## src/rtl/regfile_8x16_if.sv

```systemverilog
// Register file access bus: one write port, two read ports, debug write count.
//   master : drives we/waddr/wdata/raddr_a/raddr_b, receives rdata_a/rdata_b/wr_count
//   slave  : the register file side
interface regfile_8x16_if #(
  parameter int WIDTH      = 16,
  parameter int DEPTH_LOG2 = 3
);
  logic                  we;
  logic [DEPTH_LOG2-1:0] waddr;
  logic [WIDTH-1:0]      wdata;
  logic [DEPTH_LOG2-1:0] raddr_a;
  logic [WIDTH-1:0]      rdata_a;
  logic [DEPTH_LOG2-1:0] raddr_b;
  logic [WIDTH-1:0]      rdata_b;
  logic [7:0]            wr_count;

  modport master (
    output we, waddr, wdata, raddr_a, raddr_b,
    input  rdata_a, rdata_b, wr_count
  );

  modport slave (
    input  we, waddr, wdata, raddr_a, raddr_b,
    output rdata_a, rdata_b, wr_count
  );
endinterface

```

## src/rtl/regfile_8x16.sv

```systemverilog
// Eight-entry general-purpose register bank for the emulator datapath.
//   clk   : rising-edge clock for all state
//   rst_n : async active-low reset, clears registers and wr_count
//   bus   : regfile_8x16_if.slave (write port, read ports A/B, wr_count)
// Reads are combinational; optional write-to-read bypass and hardwired-zero r0.

// One combinational read port.
module regfile_8x16_rd #(
  parameter int WIDTH      = 16,
  parameter int DEPTH_LOG2 = 3,
  parameter bit ZERO_REG0  = 1'b1,
  parameter bit BYPASS     = 1'b1
) (
  input  logic                                rst_n,
  input  logic [DEPTH_LOG2-1:0]               raddr,
  input  logic [2**DEPTH_LOG2-1:0][WIDTH-1:0] mem,
  input  logic                                commit,
  input  logic [DEPTH_LOG2-1:0]               waddr,
  input  logic [WIDTH-1:0]                    wdata,
  output logic [WIDTH-1:0]                    rdata
);
  always_comb begin
    rdata = '0;
    if (rst_n) begin
      // commit already excludes discarded r0 writes, so r0 never bypasses
      if (BYPASS && commit && (raddr == waddr)) rdata = wdata;
      else                                      rdata = mem[raddr];
      if (ZERO_REG0 && (raddr == '0))           rdata = '0;
    end
  end
endmodule

module regfile_8x16 #(
  parameter int WIDTH      = 16,
  parameter int DEPTH_LOG2 = 3,
  parameter bit ZERO_REG0  = 1'b1,
  parameter bit BYPASS     = 1'b1
) (
  input logic          clk,
  input logic          rst_n,
  regfile_8x16_if.slave bus
);
  localparam int NREG   = 2**DEPTH_LOG2;
  localparam int NPORTS = 2;

  logic [NREG-1:0][WIDTH-1:0]         mem;
  logic [7:0]                         cnt;
  logic                               commit;
  logic [NPORTS-1:0][DEPTH_LOG2-1:0]  raddr;
  logic [NPORTS-1:0][WIDTH-1:0]       rdata;

  // X on we makes commit X; the if() below then takes the no-write branch,
  // so no register is touched.
  assign commit = bus.we && !(ZERO_REG0 && (bus.waddr == '0));

  always_ff @(posedge clk or negedge rst_n) begin
    if (!rst_n) begin
      mem <= '0;
      cnt <= '0;
    end else if (commit) begin
      mem[bus.waddr] <= bus.wdata;
      if (cnt != 8'hFF) cnt <= cnt + 8'd1;
    end
  end

  assign raddr = {bus.raddr_b, bus.raddr_a};

  for (genvar p = 0; p < NPORTS; p++) begin : g_rd
    regfile_8x16_rd #(
      .WIDTH(WIDTH), .DEPTH_LOG2(DEPTH_LOG2),
      .ZERO_REG0(ZERO_REG0), .BYPASS(BYPASS)
    ) u_rd (
      .rst_n  (rst_n),
      .raddr  (raddr[p]),
      .mem    (mem),
      .commit (commit),
      .waddr  (bus.waddr),
      .wdata  (bus.wdata),
      .rdata  (rdata[p])
    );
  end

  assign bus.rdata_a  = rdata[0];
  assign bus.rdata_b  = rdata[1];
  assign bus.wr_count = cnt;
endmodule

```

## src/flat_wrapper.sv

```systemverilog
// flat-port wrapper written by rule: the top's interface ports become plain ports
module regfile_8x16_flat 
#(
  parameter int WIDTH      = 16,
  parameter int DEPTH_LOG2 = 3,
  parameter bit ZERO_REG0  = 1'b1,
  parameter bit BYPASS     = 1'b1
)
  (clk, rst_n, bus_we, bus_waddr, bus_wdata, bus_raddr_a, bus_raddr_b, bus_rdata_a, bus_rdata_b, bus_wr_count);
  regfile_8x16_if #(.WIDTH(WIDTH), .DEPTH_LOG2(DEPTH_LOG2)) bus_i ();
  input logic clk;
  input logic rst_n;
  input wire logic [$bits(bus_i.we)-1:0] bus_we;
  input wire logic [$bits(bus_i.waddr)-1:0] bus_waddr;
  input wire logic [$bits(bus_i.wdata)-1:0] bus_wdata;
  input wire logic [$bits(bus_i.raddr_a)-1:0] bus_raddr_a;
  input wire logic [$bits(bus_i.raddr_b)-1:0] bus_raddr_b;
  output wire logic [$bits(bus_i.rdata_a)-1:0] bus_rdata_a;
  output wire logic [$bits(bus_i.rdata_b)-1:0] bus_rdata_b;
  output wire logic [$bits(bus_i.wr_count)-1:0] bus_wr_count;
  assign bus_i.we = bus_we;
  assign bus_i.waddr = bus_waddr;
  assign bus_i.wdata = bus_wdata;
  assign bus_i.raddr_a = bus_raddr_a;
  assign bus_i.raddr_b = bus_raddr_b;
  assign bus_rdata_a = bus_i.rdata_a;
  assign bus_rdata_b = bus_i.rdata_b;
  assign bus_wr_count = bus_i.wr_count;
  regfile_8x16 #(.WIDTH(WIDTH), .DEPTH_LOG2(DEPTH_LOG2), .ZERO_REG0(ZERO_REG0), .BYPASS(BYPASS)) u_core (.clk(clk), .rst_n(rst_n), .bus(bus_i));
endmodule
```

## config.mk

```make
export PLATFORM = sky130hd
export DESIGN_NAME = regfile_8x16_flat
export DESIGN_NICKNAME = d
export VERILOG_FILES = /design/src/rtl/regfile_8x16_if.sv /design/src/rtl/regfile_8x16.sv /design/src/flat_wrapper.sv
export SDC_FILE = /design/constraint.sdc
export NUM_CORES = 1
export LEC_CHECK = 0
export CORE_UTILIZATION = 58
export DETAILED_ROUTE_END_ITERATION = 8
export GPL_TIMING_DRIVEN = 1
export PLACE_DENSITY_LB_ADDON = 0.3
export SYNTH_ARGS = -nofsm -noshare
export SYNTH_HDL_FRONTEND = slang
export SYNTH_SLANG_ARGS = --single-unit
```

## constraint.sdc

```tcl
create_clock -name clk -period 3.4 [get_ports clk]
set_input_delay 1.02 -clock clk [delete_from_list [all_inputs] [get_ports clk]]
set_output_delay 1.02 -clock clk [all_outputs]
set_load 0.01 [all_outputs]
```

==> impl_table.tex <==
\begin{tabular}{lr}
\hline
Metric & Value \\
\hline
\multicolumn{2}{l}{\textbf{Worst setup path}} \\
\quad Number of cells on the critical path & 9 \\
\quad Worst reg2reg path endpoint & u\_core.bus.wr\_count[5] \\
\quad Critical Path End Type & output port \\
\quad Count of cells along the worst register-to-register path & 5 \\
\quad Cell type of the slowest stage on the worst timing path & o31a\_4 \\
\quad Cells traversed along the worst timing path & buf\_6 > o31a\_4 > nand4\_4 > buf\_12 > buf\_8 > buf\_6 > nor2\_1 > a211oi\_1 > buf\_2 \\
\quad Arrival time worst endpoint & 2.41 ns \\
\quad CP max FO & 8 \\
\quad Peak per-stage delay on the critical path & 0.38 ns \\
\quad CP required & 2.38 ns \\
\quad Capturing instance or port of the critical path & bus\_rdata\_b[9] \\
\quad Dominant delay contributor by cell family on the critical path & buffers and inverters \\
\quad Worst setup path category & in2out \\
\quad Internal reg-to-reg setup slack & 1.62 ns \\
\quad Origin of the worst setup path & bus\_waddr[0] \\
\quad Cell seen most often among critical-path stages & buf\_6 \\
\quad Worst Setup Start Kind & input port \\
\quad Number of buffer and inverter instances along the worst setup path & 5 \\
\quad Beginning of the worst register-to-register path & u\_core.bus.wr\_count[0] \\
\multicolumn{2}{l}{\textbf{Finish}} \\
\quad Finished Cell Area & 9770 µm² \\
\quad NumNets Final & 656 \\
\quad Filler cells & 733 \\
\quad Share of layout cells above drive strength 1 & 57.8\% \\
\quad ANT cells & 0 \\
\quad Area Overhead vs Synth & 28.7\% \\
\multicolumn{2}{l}{\textbf{Clocking}} \\
\quad Insertion delay of the later-clocked pin in the worst-skew pair & 0.43 ns \\
\quad Clock slew seen by the registers of the worst setup and hold paths & 0.05 ns \\
\quad CTS Root Cell & clkbuf\_16 \\
\quad Number of buffers inserted during clock tree synthesis & 17 \\
\quad CTS sink count & 136 \\
\quad Maximum level of the CTS H-tree & 4 \\
\quad Clock tree from TritonCTS & done \\
\quad Maximum buffer depth of the clock tree & 2 \\
\multicolumn{2}{l}{\textbf{STA}} \\
\quad Unrepaired setup endpoints after global routing & yes \\
\quad Final critical-path setup slack & -0.0301 ns \\
\quad Slew Viols, Final & 0 \\
\quad Clock skew & 0.00589 ns \\
\quad Count of final setup violators & 3 \\
\quad Worst relative slew slack & 32.7\% \\
\quad Slew of the pin with the lowest slew margin & 1.01 ns \\
\quad F\_max & 0.292 GHz \\
\quad Final Critical Period & 3.43 ns \\
\quad Final total negative setup slack & -0.0623 ns \\
\quad Period utilisation layout & 101\% \\
\quad Number of hold violations in the final report & 0 \\
\multicolumn{2}{l}{\textbf{Route}} \\
\quad Remaining design rule violation count & 0 \\
\quad Number of iterations in the first detailed-routing pass & 5 \\
\quad Routed via count divided by cell count & 6.53 \\
\quad Total via count after detailed routing & 5281 \\
\quad Post-Route WL & 20.6 mm \\
\quad Final ANT Viol Nets & 0 \\
\quad Routed len/inst & 25.5 µm \\
\quad DRC violation total after the first TritonRoute iteration & 527 \\
\multicolumn{2}{l}{\textbf{Placed design}} \\
\quad Cell Area, Placed & 8700 µm² \\
\quad I/O Buffers & 67 \\
\quad DPL Wire Length & 12.0 mm \\
\quad Worst setup slack after placement & -0.979 ns \\
\quad Final Wtd Congestion & 0.789 \\
\multicolumn{2}{l}{\textbf{Global route}} \\
\quad Global-route wire length before repair & 31.5 mm \\
\quad Maximum number of pins on one net before global-route repair & 80 \\
\quad GRT Util Overall & 33.0\% \\
\quad Vias in the first global route & 5479 \\
\quad Global-route congestion overflow total & 0 \\
\quad Initial antenna violation count & 0 \\
\multicolumn{2}{l}{\textbf{Run status}} \\
\quad Violations in the final reports & negative setup slack \\
\quad Outcome & complete, but fails checks \\
\multicolumn{2}{l}{\textbf{Floorplanning}} \\
\quad Effective utilization at floorplan & 59.9\% \\
\quad Core region area & 12700 µm² \\
\quad DIE HEIGHT & 116 µm \\
\quad Number of placed I/O pins & 68 \\
\quad Floorplan die area & 13600 µm² \\
\quad Width of the die & 116 µm \\
\quad Cell Rows & 41 \\
\multicolumn{2}{l}{\textbf{Pwr}} \\
\quad VDD IR-drop max & 0.000385 V \\
\quad Static leakage & 4.23 nW \\
\quad P per Cell Area & 566 nW/µm² \\
\multicolumn{2}{l}{\textbf{Synth}} \\
\quad Number of synthesized register bits & 136 \\
\quad Synth Area per Inst & 15.0 µm² \\
\quad Post-synthesis instance total & 506 \\
\quad Count of synthesis-stage warnings from yosys & 0 \\
\quad Post-Synthesis Net Count & 535 \\
\quad Sequential share of the synthesized area & 44.8\% \\
\quad Synthesized area & 7590 µm² \\
\quad Number of distinct library cell variants in the gate-level netlist after synthesis & 30 \\
\multicolumn{2}{l}{\textbf{Run}} \\
\quad Maximum capacitance violations & 0 \\
\multicolumn{2}{l}{\textbf{Worst hold path}} \\
\quad Class of the tightest hold or removal check & reg2reg \\
\hline
\end{tabular}
==> worst register-to-register path: cells and delay by family (launching register included) <==
family / cells / cell delay, ns
flops: 1 / 0.43
xor+xnor: 1 / 0.15
simple gates: 2 / 0.38
fa+ha+maj: 1 / 0.24
compound gates: 1 / 0.46
==> area by class of cell <==
type                    instances  area [µm²]  area share, %
multi-input cells             314        4100           42.0
flip-flops and latches        136        3400           34.8
repair buffers                158        1470           15.0
clock buffers                  21         460           4.71
well taps                     172         215           2.20
clock inverters                 8         124           1.27
==> power breakdown <==
group	switching, mW	total, mW	internal (mW)
logic	0.581	1.45	0.866
registers	0.282	2.24	1.96
clock network	0.672	1.85	1.18
total	1.54	5.53	4.00
==> cells in the mapped netlist <==
cell type,number,area [µm²]
a211oi_1,33,248
a21oi_1,1,5.00
and3_1,2,12.5
and4_1,1,8.76
and4bb_1,1,12.5
buf_2,22,110
buf_4,4,30.0
buf_6,15,169
clkbuf_1,16,60.1
dfrtp_1,136,3400
ha_1,1,12.5
mux2_1,11,124
mux2_2,102,1150
mux2i_1,32,320
mux4_2,64,1440
nand2_1,3,11.3
nand3_1,3,15.0
nand3b_1,1,7.51
nand4_2,1,12.5
nand4_4,2,42.5
nand4b_4,3,71.3
nor2_1,33,124
nor3_4,1,16.3
nor4bb_1,1,10.0
o31a_4,1,17.5
o31ai_1,1,7.51
o31ai_2,2,25.0
xnor2_1,8,70.1
xnor2_2,2,32.5
xor2_1,3,26.3
==> sequential cells by signal, summed over array words and instances, names as in the netlist <==
register and count:
u_core.bus.wr_count 8, u_core.mem 128
==> through the flow <==
stage               hold WS, ns  total power [mW]  cells  util [%]
global placement          0.376              3.48    751      68.7
floorplan                 0.441              3.03    506         -
finish                    0.399              5.53    809      77.1
global route              0.407              5.75    809      77.1
detailed placement        0.385              3.57    751      68.7
CTS                       0.398              5.46    809      76.3
==> per-layer routing <==
layer	global-route usage, %	part of all wire, %	vias up
met1	43.0	39	2822
li1	-	-	2203
met2	54.1	52	217
met5	0	0	-
met3	7.73	5.9	39
met4	12.7	2.2	0
==> cells in the final DEF, fill, tap and decap left out, types with 4 or more instances in the layout <==
| cell | count |
|---|---|
| xnor2_4 | 4 |
| mux4_2 | 64 |
| nor2_1 | 28 |
| clkdlybuf4s50_1 | 24 |
| buf_6 | 6 |
| mux2i_1 | 26 |
| buf_8 | 5 |
| dfrtp_1 | 136 |
| a211oi_1 | 20 |
| nor2_2 | 5 |
| xnor2_1 | 4 |
| buf_12 | 13 |
| mux2_1 | 11 |
| clkbuf_16 | 17 |
| buf_2 | 33 |
| a211oi_2 | 10 |
| buf_4 | 69 |
| mux2_2 | 102 |
==> worst min path at each step <==
stage          slack (ns)             end  depth (start not counted)           start
2_1_floorplan        0.44   u_core.mem[0]                          1   u_core.mem[0]
4_1_cts              0.40   u_core.mem[6]                          0   u_core.mem[6]
3_3_place_gp         0.38  u_core.mem[11]                          0  u_core.mem[11]
5_1_grt              0.41   u_core.mem[6]                          0   u_core.mem[6]
3_5_place_dp         0.39   u_core.mem[6]                          0   u_core.mem[6]
6_report             0.40   u_core.mem[1]                          0   u_core.mem[1]
==> kinds of logic (layout without fill, tap and decap cells) <==
family	Yosys count	after routing	synth area share, %
mux	209	209	40.0
compound gates	38	38	3.99
buf+inv	57	187	4.86
fa+ha+maj	1	1	0.165
simple gates	52	53	4.53
xor+xnor	13	13	1.70
flops	136	136	44.8
==> repair_timing <==
item                       CTS  global route
hold buffers                 0             0
gates resized for setup    207            33
setup buffers               26             1
setup endpoints to repair   32            23
gates cloned                 5             0
pin swaps                   17             5
Note: power is estimated with default switching activity, not from simulation.
